## src/rtl/i2s_tx_master.sv

```systemverilog
// I2S master transmitter: derives SCK/LRCLK from m_clk and serialises stereo pairs MSB first.
// Define I2S_TX_LJ_EN for left-justified framing (no one-SCK delay bit); default is standard I2S.
`default_nettype none

module i2s_tx_master #(
  parameter int DATA_W  = 24,
  parameter int SLOT_W  = 32,
  parameter int SCK_DIV = 16
) (
  input  logic              m_clk,
  input  logic              rst_n,
  input  logic              tx_en,
  input  logic              tx_valid,
  output logic              tx_ready,
  input  logic [DATA_W-1:0] tx_left,
  input  logic [DATA_W-1:0] tx_right,
  output logic              i2s_sck,
  output logic              i2s_lrclk,
  output logic              i2s_sdout,
  output logic              frame_start,
  output logic              underrun
);

  localparam int DW = $clog2(SCK_DIV);
  localparam int BW = $clog2(2 * SLOT_W);
  localparam logic [DW-1:0] DIV_LAST = DW'(SCK_DIV - 1);
  localparam logic [DW-1:0] DIV_HALF = DW'(SCK_DIV / 2);
  localparam logic [BW-1:0] BIT_LAST = BW'(2 * SLOT_W - 1);
  localparam logic [BW-1:0] SLOT_LEN = BW'(SLOT_W);
  localparam logic [BW-1:0] DATA_LEN = BW'(DATA_W);

  logic [DW-1:0]     div_cnt;
  logic [DW-1:0]     div_nxt;
  logic [BW-1:0]     bit_cnt;
  logic [BW-1:0]     bit_nxt;
  logic [BW-1:0]     slot;
  logic              in_right;
  logic              is_boundary;
  logic              is_frame_start;
  logic              emit;
  logic              accept;

  logic              buf_full;
  logic [DATA_W-1:0] buf_left;
  logic [DATA_W-1:0] buf_right;
  logic [DATA_W-1:0] sh_left;
  logic [DATA_W-1:0] sh_right;
  logic [DATA_W-1:0] sh_left_nxt;
  logic [DATA_W-1:0] sh_right_nxt;
  logic [DATA_W-1:0] load_left;
  logic [DATA_W-1:0] load_right;
  logic              sdout_nxt;

  assign tx_ready       = !buf_full;
  assign accept         = tx_valid && !buf_full;
  assign is_boundary    = (div_cnt == '0);
  assign is_frame_start = tx_en && is_boundary && (bit_cnt == '0);
  assign in_right       = (bit_cnt >= SLOT_LEN);
  assign slot           = in_right ? (bit_cnt - SLOT_LEN) : bit_cnt;

  // Slots that carry a sample bit; standard I2S leaves slot 0 as the delay bit.
`ifdef I2S_TX_LJ_EN
  assign emit = (slot < DATA_LEN);
`else
  assign emit = (slot != '0) && (slot <= DATA_LEN);
`endif

  always_comb begin
    div_nxt = (div_cnt == DIV_LAST) ? '0 : div_cnt + 1'b1;
    bit_nxt = bit_cnt;
    if (div_cnt == DIV_LAST) begin
      bit_nxt = (bit_cnt == BIT_LAST) ? '0 : bit_cnt + 1'b1;
    end
  end

  // An empty buffer at frame start sends an all-zero frame.
  always_comb begin
    load_left    = buf_full ? buf_left  : '0;
    load_right   = buf_full ? buf_right : '0;
    sh_left_nxt  = sh_left;
    sh_right_nxt = sh_right;
    sdout_nxt    = i2s_sdout;
    if (is_frame_start) begin
`ifdef I2S_TX_LJ_EN
      sdout_nxt   = load_left[DATA_W-1];
      sh_left_nxt = load_left << 1;
`else
      sdout_nxt   = 1'b0;
      sh_left_nxt = load_left;
`endif
      sh_right_nxt = load_right;
    end else if (is_boundary) begin
      sdout_nxt = 1'b0;
      if (emit && in_right) begin
        sdout_nxt    = sh_right[DATA_W-1];
        sh_right_nxt = sh_right << 1;
      end else if (emit) begin
        sdout_nxt   = sh_left[DATA_W-1];
        sh_left_nxt = sh_left << 1;
      end
    end
  end

  // Outputs follow the counter tick just processed, so sdout and the SCK fall move together.
  always_ff @(posedge m_clk or negedge rst_n) begin
    if (!rst_n) begin
      div_cnt     <= '0;
      bit_cnt     <= '0;
      sh_left     <= '0;
      sh_right    <= '0;
      i2s_sck     <= 1'b0;
      i2s_lrclk   <= 1'b0;
      i2s_sdout   <= 1'b0;
      frame_start <= 1'b0;
      underrun    <= 1'b0;
    end else if (tx_en) begin
      div_cnt     <= div_nxt;
      bit_cnt     <= bit_nxt;
      sh_left     <= sh_left_nxt;
      sh_right    <= sh_right_nxt;
      i2s_sck     <= (div_cnt >= DIV_HALF);
      i2s_lrclk   <= in_right;
      i2s_sdout   <= sdout_nxt;
      frame_start <= is_frame_start;
      underrun    <= is_frame_start && !buf_full;
    end else begin
      div_cnt     <= '0;
      bit_cnt     <= '0;
      sh_left     <= '0;
      sh_right    <= '0;
      i2s_sck     <= 1'b0;
      i2s_lrclk   <= 1'b0;
      i2s_sdout   <= 1'b0;
      frame_start <= 1'b0;
      underrun    <= 1'b0;
    end
  end

  // The holding buffer survives tx_en=0 so a pending pair goes out after re-enable.
  always_ff @(posedge m_clk or negedge rst_n) begin
    if (!rst_n) begin
      buf_full  <= 1'b0;
      buf_left  <= '0;
      buf_right <= '0;
    end else if (accept) begin
      buf_full  <= 1'b1;
      buf_left  <= tx_left;
      buf_right <= tx_right;
    end else if (is_frame_start) begin
      buf_full  <= 1'b0;
    end
  end

endmodule

`default_nettype wire

```

## config.mk

```make
export PLATFORM = sky130hd
export DESIGN_NAME = i2s_tx_master
export DESIGN_NICKNAME = d
export VERILOG_FILES = /design/src/rtl/i2s_tx_master.sv
export SDC_FILE = /design/constraint.sdc
export NUM_CORES = 1
export LEC_CHECK = 0
export ABC_AREA = 1
export CAP_MARGIN = 20
export CORE_ASPECT_RATIO = 0.5
export CORE_MARGIN = 5
export CORE_UTILIZATION = 45
export CTS_BUF_LIST = sky130_fd_sc_hd__clkbuf_4
export DETAILED_ROUTE_END_ITERATION = 12
export GPL_ROUTABILITY_DRIVEN = 0
export PLACE_DENSITY_LB_ADDON = 0.08
export SYNTH_ARGS = -nofsm -noshare
export SYNTH_HDL_FRONTEND = slang
export SYNTH_SLANG_ARGS = --single-unit
```

## constraint.sdc

```tcl
create_clock -name m_clk -period 1.9 [get_ports m_clk]
set_input_delay 0.475 -clock m_clk [delete_from_list [all_inputs] [get_ports m_clk]]
set_output_delay 0.475 -clock m_clk [all_outputs]
set_load 0.01 [all_outputs]
```

# --- Yosys cells after proc, flatten, opt, wreduce, memory -nomap -nowiden ---
# Index checks and enable logic that the tools add are counted.
totals:
  register_bits: 112
  in_bits: 52
  wordCells: 66
classes:
  add_sub_neg: 3
  n_lt_le_gt_ge: 3
  n_eq_ne: 7
  mux: 28
  n_reduce_logical: 13
ops:
  columns: ["cell", "count"]
  rows:
  - ["$mux W24", 11]
  - ["$mux W6", 4]
  - ["$mux W1", 11]
  - ["$ne A3 B1 Y1 const B", 3]
  - ["$mux W4", 2]
  - ["$add A6 B1 Y6 const B", 1]
  - ["$eq A6 B6 Y1 const B", 1]
  - ["$ge A6 B6 Y1 const B", 1]
  - ["$le A6 B5 Y1 const B", 1]
  - ["$logic_and A1 B1 Y1", 6]
  - ["$logic_not A6 Y1", 1]
  - ["$reduce_bool A6 Y1", 1]
  - ["$sub A6 B6 Y6 const B", 1]
  - ["$add A4 B1 Y4 const B", 1]
  - ["$eq A4 B4 Y1 const B", 1]
  - ["$ge A4 B4 Y1 const B", 1]
  - ["$logic_not A4 Y1", 1]
  - ["$ne A3 B3 Y1 const B", 1]
  - ["$reduce_and A3 Y1", 1]
  - ["$ne A2 B1 Y1 const B", 1]
  - ["$reduce_and A2 Y1", 1]
  - ["$reduce_bool A2 Y1", 1]
  - ["$logic_not A1 Y1", 1]

# --- Logic depth before layout (Yosys ltp) ---
# Gate-level depths: netlist of the first run.
logic_depth:
  ltp_word: 9
  ltp_mapped: 13
  depth_no_buf: 11

# --- Worst setup path before layout of the first run ---
# OpenSTA, ideal clock, no wires.
synth_timing:
  kind: "register to register"
  startpoint: "register bit_cnt[0]"
  endpoint: "register sh_right[14]"
  setup_time_ns: 0.121
  arrival_ns: 1.480
  required_time_ns: 1.779
  slack_ns: 0.298
  path_stages_with_launch: 14
  path_cell_list: "dfrtp_1 -> inv_1 -> ha_1 -> inv_1 -> nor2_1 -> nand2_2 -> inv_2 -> nand2_1 -> nand3_1 -> nand2_1 -> buf_6 -> buf_4 -> nand2_1 -> o21ai_1"
synth_via:
  elab_chain_len: 7
  word_cells_on_any_way: 14
  classes_between: "add/sub (1); order compare (2); eq/ne (2); mux (3); reduce/logical (6)"
synth_lines:
  columns: ["element", "line_no", "text"]
  rows:
  - ["from (decl)", "34", "logic [BW-1:0] bit_cnt;"]
  - ["from (signal assigned)", "118", "bit_cnt <= bit_nxt;"]
  - ["$sub A6 B6 Y6 / $ge A6 B6 Y1 (equally long branches)", "59, 58", null]
  - ["$mux W6", "59", "assign slot = in_right ? (bit_cnt - SLOT_LEN) : bit_cnt;"]
  - ["$le A6 B5 Y1 / $reduce_bool A6 Y1 (equally long branches)", "65", "assign emit = (slot != '0) && (slot <= DATA_LEN);"]
  - ["$logic_and A1 B1 Y1", "65", null]
  - ["$logic_and A1 B1 Y1", "94", "if (emit && in_right) begin"]
  - ["$ne A3 B1 Y1 (no source line)", null, null]
  - ["$reduce_and A2 Y1 (no source line)", null, null]
  - ["to (signal assigned)", "120", "sh_right <= sh_right_nxt;"]
  - ["to (decl)", "47", "logic [DATA_W-1:0] sh_right;"]
# Several ways; a longest one is shown, not always the timed one.
# A chain may end at the register's enable or synchronous reset.

# --- Final worst setup path of the first run ---
layout_timing:
  startpoint: "register frame_start"
  endpoint: "output frame_start"
layout_rtl:
  columns: ["element", "line_no", "text"]
  rows:
  - ["from (decl)", "20", "output logic frame_start,"]
  - ["from (signal assigned)", "124", "frame_start <= is_frame_start;"]
# No word-level cell between the ends.

==> results of run 1 <==
Yosys cell counts:
library cell	instances	area, µm²
buf_4	1	7.51
inv_1	69	259
nand4_1	2	12.5
dfrtp_1	112	2800
clkbuf_1	7	26.3
a31oi_1	2	12.5
o21ai_2	2	17.5
a21oi_1	4	20.0
mux2_2	48	541
buf_6	13	146
nand2_1	162	608
o21ai_0	8	40.0
nand3_1	105	526
o211ai_1	1	7.51
buf_1	2	7.51
clkbuf_2	2	10.0
inv_2	1	3.75
nor3_1	2	10.0
nor2_1	9	33.8
ha_1	4	50.1
o21ai_1	44	220
nor4_1	1	6.26
nand2_2	1	6.26
buf_2	17	85.1
cells by family after synthesis:
| group | count (synthesis) | synth area share [%] |
|---|---|---|
| AO/OA/AOI/OAI | 61 | 5.82 |
| buffers and inverters | 112 | 9.99 |
| multiplexers | 48 | 9.90 |
| adder cells (fa/ha/maj) | 4 | 0.917 |
| flip-flops | 112 | 51.3 |
| AND/OR/NAND/NOR | 282 | 22.0 |
flip-flops by register name (all words and copies together), names as in the netlist:
| register | cells |
|---|---|
| sh_left | 24 |
| underrun | 1 |
| bit_cnt | 6 |
| buf_right | 24 |
| buf_full | 1 |
| div_cnt | 4 |
| i2s_sck | 1 |
| sh_right | 24 |
| i2s_lrclk | 1 |
| frame_start | 1 |
| i2s_sdout | 1 |
| buf_left | 24 |
power by group:
| group | leakage, nW | switching, mW | total [mW] | internal, mW |
|---|---|---|---|---|
| logic | 1.54 | 1.10 | 2.17 | 1.07 |
| clock network | 0.0894 | 0.823 | 1.37 | 0.550 |
| registers | 1.43 | 0.346 | 3.44 | 3.09 |
per-stage QoR:
stage / total power, mW / utilization [%] / worst slack (ns)
3_3_place_gp: 5.61 / 51.8 / 0.140
5_1_grt: 7.53 / 54.0 / 0.00183
4_1_cts: 7.02 / 53.3 / 0.00658
2_1_floorplan: 5.10 / - / 0.298
6_report: 6.99 / 54.0 / 0.0705
3_5_place_dp: 5.65 / 51.8 / 0.110
path summary, 6_finish.rpt:
path | startpoint | end | depth (start not counted) | slack [ns]
setup / recovery | frame_start | frame_start | 1 | 0.07
hold / removal | rst_n | i2s_lrclk | 2 | 0.31
setup reg to reg | bit_cnt[0] | sh_left[10] | 12 | 0.14
hold reg to reg | sh_left[0] | sh_left[0] | 2 | 0.49
max in group asynchronous | rst_n | buf_left[14] | 3 | 0.93
min in group m_clk | tx_en | i2s_lrclk | 4 | 0.46
repair_timing:
item	CTS	global route
buffers inserted	1	1
hold endpoints to repair	1	0
gates cloned	0	3
hold buffers	1	0
endpoints found under the setup margin	2	51
pin swaps	0	0
resized for setup	1	7
layout make-up:
type                            instances  area [µm²]
Sequential cell                       112        2800
Fill cell                            1127        5440
Tap cell                              165         206
Clock buffer                            9        67.6
Inverter                               70         263
Timing Repair Buffer                   76         828
Clock inverter                          7        98.8
Multi-Input combinational cell        395        2130
per-layer routing:
metal  wire (µm)  vias up  track usage (%)
li1            -     2097                -
met1        5860     2010             22.6
met2        5080       56             25.8
met3         318        8             3.79
met4          89        0             3.14
met5           0        -                0
==> reports/metrics.yaml, run 1 <==
status: "complete, no violations"
setup_viol_count_final: 0
ant_nets: 0
grt_overflow: 0
cts_sinks: 112
path_cells: "clkdlybuf4s50_1"
clk_path_buf_depth: 2
syn_area_per_cell_um2: 8.82
grtUsageTotal_pct: 16.0
fin_skew_ns: 0.0135
drc: 0
die_x_um: 166
min_path_type: "input pin to async pin"
grt_pass1_wl_um: 19300
dp_hpwl_um: 6800
synth_fp_nets: 675
tightestPinTransition_ns: 0.513
clk_latency_ns: 0.46
grt_max_degree: 74
cp_max_fo: 1
initial_core_util_pct: 46.1
worstPathRequired_ns: 1.42
port_buffers: 57
synth_cells: 619
fin_area_mm2: 0.00640
hold_viol: 0
drive_above_1_share_pct: 13.8
cts_tree: "built"
path_class: "flop to output port"
cts.clk_slew.worst_paths_ns: 0.17
slowest_delay_ns: 0.54
synth_cell_type_count: 24
p_leak_nw: 3.06
antenna_found_initial: 0
die_h_um: 87.9
final_cell_mix: "nand2_1, dfrtp_1, nand3_1, inv_1, clkdlybuf4s50_1"
grt_pass1_vias: 3970
dieArea_mm2: 0.0146
arrival_ns: 1.35
maxSlewHeadroom_pct: 65.8
setup.worst_path.start_class: "flop"
fin_cells: 834
yosys_register_bits: 112
fp-row-count: 28
drtIter0Drc: 260
core_mm2: 0.0118
wirelength_um: 11300
slew_viol_final: 0
final_common_cell: "nand2_1"
netlist_area_mm2: 0.00546
antenna_cells: 0
period_share_pct: 96.3
power.density_mw_per_mm2: 1090
fin_crit_ns: 1.83
cap_violations: 0
firstDrtPassIters: 5
rsz0062_at_grt: "no"
num_io_pins: 58
dp_cells: 812
cts_root_buffer: "clkbuf_4"
area_growth_pct: 17.2
setup-tns-final_ns: 0
htreeDepth: 3
critPathBufInv: 1
nets: 720
crit_family: "buffers and inverters"
vias_per_cell: 5.00
cts_buffers: 9
ys_seq_area_share_pct: 51.3
vdd.ir_drop.worst_uv: 473
via_count: 4171
wire_per_inst_um: 13.6
placed_cell_area_mm2: 0.00613
fin_hold_ws_ns: 0.309
crit_slowest_cell: "clkdlybuf4s50_1"
cp-end-kind: "output port"
fmax_mhz: 547
ys_warn_count: 0
Power figures use the tool's default switching activity.
==> run 2: changes to the inputs <==
Settings changed: CORE_MARGIN 5 to 3, SLEW_MARGIN from default to 0.
==> run 2 against run 1 <==
Effect of this change:
- die area decreased by 6.9%
- worst setup slack improved by 0.0039 ns
- highest routed layer unchanged
- largest cell class unchanged
- clock skew is 0.012 ns higher
==> reports/metrics.yaml, run 2 (same netlist as run 1, synthesis figures left out) <==
status: "complete, no violations"  # unchanged
final_common_cell: "nand2_1"  # unchanged
drive_above_1_share_pct: 14.3  # was 13.8%
dieArea_mm2: 0.0136  # was 0.0146 mm²
antenna_found_initial: 0  # unchanged
period_share_pct: 96.1  # was 96.3%
wl_met2_um: 5050  # was 5080 µm
worstPathRequired_ns: 1.42  # about the same
fin_util_pct: 56.2  # was 54.0%
die_h_um: 83.9  # was 87.9 µm
critPathBufInv: 1  # unchanged
hold_viol: 0  # unchanged
tightestPinTransition_ns: 0.533  # was 0.513 ns
path_depth: 1  # unchanged
cts_buffers: 9  # unchanged
ant_nets: 0  # unchanged
vias_per_cell: 5.03  # was 5.00
setup_viol_count_final: 0  # unchanged
cts.clk_slew.worst_paths_ns: 0.17  # about the same
slowest_delay_ns: 0.53  # was 0.54 ns
nets: 723  # was 720
p_seq_share_pct: 50.7  # was 49.2%
setup.worst_path.start_class: "flop"  # unchanged
path_class: "flop to output port"  # unchanged
clk_path_buf_depth: 2  # unchanged
crit_family: "buffers and inverters"  # unchanged
rr_worst_depth: 12  # unchanged
rsz0062_at_grt: "yes"  # was no
grt_overflow: 0  # unchanged
wirelength_um: 11300  # about the same
slew_viol_final: 0  # unchanged
fp-row-count: 27  # was 28
fill_cells: 1087  # was 1127
wire_per_inst_um: 13.6  # about the same
clk_latency_ns: 0.47  # was 0.46 ns
die_x_um: 162  # was 166 µm
cp_max_fo: 1  # unchanged
fmax_mhz: 548  # was 547 MHz
cts_tree: "built"  # unchanged
fin_hold_ws_ns: 0.379  # was 0.309 ns
fin_crit_ns: 1.83  # about the same
num_io_pins: 58  # unchanged
p_int_mw: 4.48  # was 4.71 mW
netSwitchingFraction_pct: 33.9  # was 32.5%
path_cells: "clkdlybuf4s50_1"  # unchanged
cts_root_buffer: "clkbuf_4"  # unchanged
power.density_mw_per_mm2: 1060  # was 1090 mW/mm²
grt_pass1_wl_um: 19400  # was 19300 µm
grt_max_degree: 60  # was 74
grtUsageTotal_pct: 17.3  # was 16.0%
cp-end-kind: "output port"  # unchanged
port_buffers: 57  # unchanged
route.met3.wl_um: 451  # was 318 µm
switching_power_mw: 2.30  # was 2.27 mW
htreeDepth: 3  # unchanged
dp_hpwl_um: 6940  # was 6800 µm
drtIter0Drc: 269  # was 260
firstDrtPassIters: 5  # unchanged
fin_skew_ns: 0.0259  # was 0.0135 ns
place_ws_ns: 0.122  # was 0.110 ns
combPwrFrac_pct: 32.6  # was 31.1%
via_count: 4184  # was 4171
crit_slowest_cell: "clkdlybuf4s50_1"  # unchanged
setup-tns-final_ns: 0  # unchanged
area_growth_pct: 17.5  # was 17.2%
antenna_cells: 0  # unchanged
cap_violations: 0  # unchanged
cts_sinks: 112  # unchanged
top_layer_used: "met4"  # unchanged
drc: 0  # unchanged
core_mm2: 0.0114  # was 0.0118 mm²
power_mw: 6.78  # was 6.99 mW
postLayoutSetupSlackWorst_ns: 0.0744  # was 0.0705 ns
min_path_type: "input pin to async pin"  # unchanged
clkPwrFrac_pct: 16.7  # was 19.7%
maxSlewHeadroom_pct: 64.5  # was 65.8%
vdd.ir_drop.worst_uv: 561  # was 473 µV
final_cell_mix: "nand2_1, dfrtp_1, nand3_1, inv_1, clkdlybuf4s50_1"  # unchanged
arrival_ns: 1.35  # about the same
met1_length_um: 5720  # was 5860 µm
initial_core_util_pct: 47.8  # was 46.1%
p_leak_nw: 3.03  # was 3.06 nW
grt_pass1_vias: 4140  # was 3970
==> run 2: per-stage QoR <==
step                      instances  area [µm²]
final                           831        6410
after global routing            831        6410
after floorplan                 619        5460
after CTS                       827        6330
after detailed placement        809        6180
after global placement          809        6180
==> run 2: layout make-up <==
type | count | area [µm²] | share of cell area, %
flip-flops and latches | 112 | 2800 | 43.7
multi-input cells | 395 | 2130 | 33.3
repair buffers | 79 | 887 | 13.8
inverters | 70 | 263 | 4.10
well taps | 159 | 199 | 3.10
clock buffers | 9 | 67.6 | 1.05
clock inverters | 7 | 61.3 | 0.956
==> run 2: what timing repair did <==
action | in CTS | in global routing
setup endpoints to repair | 2 | 49
setup buffers | 1 | 1
endpoints found under the hold margin | 10 | 0
gates resized for setup | 1 | 6
hold buffers | 1 | 0
gates cloned | 0 | 3
==> run 2: per-layer routing <==
layer	up-vias	track usage (%)
li1	2090	-
met1	2015	23.7
met2	71	27.9
met3	8	4.31
met4	0	3.64
met5	-	0
==> run 2: worst reg2reg max path, cell delays in order, from the launching register on <==
cell and delay (ns):
dfrtp_1 0.43, inv_1 0.09, ha_1 0.16, inv_1 0.04
nor2_1 0.10, nand2_2 0.09, inv_2 0.10, nand2_2 0.10
nand3_1 0.13, nand2_4 0.11, buf_12 0.18, nand2_1 0.07
o21ai_1 0.06
==> run 2: final timing paths <==
check	start	end	slack, ns
max in group asynchronous	rst_n	sh_right[19]	0.99
max reg2reg	bit_cnt[1]	sh_right[20]	0.16
min	rst_n	i2s_lrclk	0.38
min in group m_clk	tx_en	i2s_lrclk	0.46
max	frame_start	frame_start	0.07
min reg2reg	sh_right[0]	sh_right[0]	0.49
==> run 2: power groups by stage <==
stage	combinational [mW]	clock [mW]	sequential, mW
after floorplan	1.70	0	3.40
after global placement	2.15	0	3.48
after detailed placement	2.19	0	3.50
after CTS	2.19	1.19	3.45
after global routing	2.52	1.26	3.53
final	2.21	1.13	3.44
==> run 3: changes to the inputs <==
--- a/config.mk
+++ b/config.mk
@@ -12,4 +12,5 @@
 export CORE_UTILIZATION = 45
 export CTS_BUF_LIST = sky130_fd_sc_hd__clkbuf_4
+export CTS_CLUSTER_DIAMETER = 60
 export DETAILED_ROUTE_END_ITERATION = 12
 export GPL_ROUTABILITY_DRIVEN = 0
==> constraint.sdc (replaced) <==
create_clock -name m_clk -period 1.9 [get_ports m_clk]
set_input_delay 0.475 -clock m_clk [delete_from_list [all_inputs] [get_ports m_clk]]
set_output_delay 0.475 -clock m_clk [all_outputs]
set_load 0.1 [all_outputs]
==> run 3 against run 2 <==
Effect of this change:
- flip-flop and latch count did not move
- sequential power hardly changed
- worst hold slack gained 0.025 ns
- via count fell by 1.4%
- register-to-register slack about the same
- highest routed layer unchanged
- non-clock buffer count is 1 higher
- global-route usage rose by 0.40 points
- critical path depth is 11 higher
==> reports/metrics.yaml, run 3 (same netlist as run 1, synthesis figures left out) <==
power.density_mw_per_mm2: 1070  # was 1060 mW/mm²
initial_core_util_pct: 47.8  # unchanged
clk_latency_ns: 0.46  # was 0.47 ns
drc: 0  # unchanged
final_common_cell: "nand2_1"  # unchanged
num_io_pins: 58  # unchanged
die_x_um: 162  # unchanged
placed_cell_area_mm2: 0.00625  # was 0.00618 mm²
slew_viol_final: 0  # unchanged
clkPwrFrac_pct: 15.6  # was 16.7%
met1_length_um: 5630  # was 5720 µm
grtUsageTotal_pct: 17.7  # was 17.3%
arrival_ns: 2.12  # was 1.35 ns
antenna_found_initial: 0  # unchanged
dp_hpwl_um: 7090  # was 6940 µm
wire_per_inst_um: 13.7  # was 13.6 µm
grt_pass1_wl_um: 19600  # was 19400 µm
via_count: 4127  # was 4184
cts_tree: "built"  # unchanged
fin_crit_ns: 1.75  # was 1.83 ns
final_cell_mix: "nand2_1, dfrtp_1, nand3_1, inv_1, clkdlybuf4s50_1"  # unchanged
p_int_mw: 4.52  # was 4.48 mW
place_ws_ns: 0.135  # was 0.122 ns
seq_area_mm2: 0.00280  # about the same
cts_buffers: 9  # unchanged
cp-end-kind: "flop"  # was output port
period_share_pct: 92.3  # was 96.1%
firstDrtPassIters: 4  # was 5
fin_area_mm2: 0.00646  # was 0.00641 mm²
p_seq_share_pct: 50.0  # was 50.7%
route.met3.wl_um: 473  # was 451 µm
combPwrFrac_pct: 34.4  # was 32.6%
ant_nets: 0  # unchanged
maxSlewHeadroom_pct: 63.8  # was 64.5%
cts_root_buffer: "clkbuf_4"  # unchanged
p_leak_nw: 3.02  # was 3.03 nW
multi_input_area_mm2: 0.00214  # was 0.00213 mm²
vias_per_cell: 4.96  # was 5.03
port_buffers: 57  # unchanged
area_growth_pct: 18.3  # was 17.5%
grt_overflow: 0  # unchanged
nets: 724  # was 723
die_h_um: 83.9  # unchanged
htreeDepth: 3  # unchanged
status: "complete, no violations"  # unchanged
netSwitchingFraction_pct: 34.6  # was 33.9%
fmax_mhz: 570  # was 548 MHz
cts_sinks: 112  # unchanged
tightestPinTransition_ns: 0.544  # was 0.533 ns
switching_power_mw: 2.38  # was 2.30 mW
top_layer_used: "met4"  # unchanged
setup_viol_count_final: 0  # unchanged
drtIter0Drc: 208  # was 269
fin_skew_ns: 0.0213  # was 0.0259 ns
wirelength_um: 11400  # was 11300 µm
fp-row-count: 27  # unchanged
wl_met2_um: 5230  # was 5050 µm
grt_pass1_vias: 3915  # was 4140
cts.clk_slew.worst_paths_ns: 0.17  # about the same
antenna_cells: 0  # unchanged
setup.worst_path.start_class: "flop"  # unchanged
cp_max_fo: 24  # was 1
path_class: "flop to flop"  # was flop to output port
core_mm2: 0.0114  # unchanged
clk_path_buf_depth: 2  # unchanged
dieArea_mm2: 0.0136  # unchanged
worstPathRequired_ns: 2.26  # was 1.42 ns
vdd.ir_drop.worst_uv: 562  # was 561 µV
postLayoutSetupSlackWorst_ns: 0.147  # was 0.0744 ns
min_path_type: "input pin to async pin"  # unchanged
fill_cells: 1104  # was 1087
drive_above_1_share_pct: 15.8  # was 14.3%
hold_viol: 0  # unchanged
grt_max_degree: 50  # was 60
cap_violations: 0  # unchanged
==> run 3: cell type report <==
type / count / area share [%]
multi-input cells: 395 / 33.1
clock inverters: 7 / 0.833
inverters: 70 / 4.17
clock buffers: 9 / 1.05
repair buffers: 80 / 14.4
well taps: 159 / 3.08
flip-flops and latches: 112 / 43.4
==> run 3: worst max-delay path: stages, from the launching register on <==
cell	delay [ns]
dfrtp_1	0.44
inv_1	0.08
ha_2	0.18
inv_1	0.05
nor2_2	0.09
nand2_2	0.09
inv_4	0.09
nand2_2	0.09
nand3_1	0.13
nand2_4	0.11
buf_12	0.17
nand2_1	0.06
o21ai_1	0.06
==> run 3: timing repair <==
action,4_1_cts,5_1_grt
hold endpoints to repair,13,0
hold buffers,1,0
setup buffers,0,2
setup endpoints to repair,0,48
gates resized for setup,0,8
==> run 3: final timing paths <==
path,startpoint,endpoint,slack [ns],cells past startpoint
setup / recovery,bit_cnt[1],sh_right[20],0.15,12
hold / removal,rst_n,buf_left[5],0.40,2
setup reg to reg,bit_cnt[1],sh_right[20],0.15,12
hold reg to reg,sh_right[0],sh_right[0],0.49,2
max in group asynchronous,rst_n,frame_start,0.96,3
min in group m_clk,tx_en,div_cnt[1],0.47,4
==> run 3: power groups by stage <==
stage / combinational (mW) / sequential [mW] / clock [mW]
3_3_place_gp: 2.32 / 3.49 / 0
5_1_grt: 2.69 / 3.54 / 1.24
4_1_cts: 2.37 / 3.46 / 1.14
6_report: 2.37 / 3.45 / 1.08
3_5_place_dp: 2.36 / 3.51 / 0
2_1_floorplan: 1.79 / 3.44 / 0
==> run 3: through the flow <==
| step | utilization (%) | cells | TNS [ns] | hold slack [ns] | power [mW] |
|---|---|---|---|---|---|
| floorplan | - | 619 | 0 | 0.179 | 5.23 |
| global placement | 54.7 | 811 | 0 | 0.362 | 5.81 |
| detailed placement | 54.7 | 811 | 0 | 0.360 | 5.88 |
| CTS | 55.9 | 828 | 0 | 0.377 | 6.97 |
| global route | 56.6 | 832 | -0.0289 | 0.361 | 7.47 |
| finish | 56.6 | 832 | 0 | 0.404 | 6.90 |
==> run 3: routing by layer <==
metal,GRT usage (%),up-vias
met3,4.61,2
met2,26.8,63
met4,3.25,0
li1,-,2097
met5,0,-
met1,25.7,1965
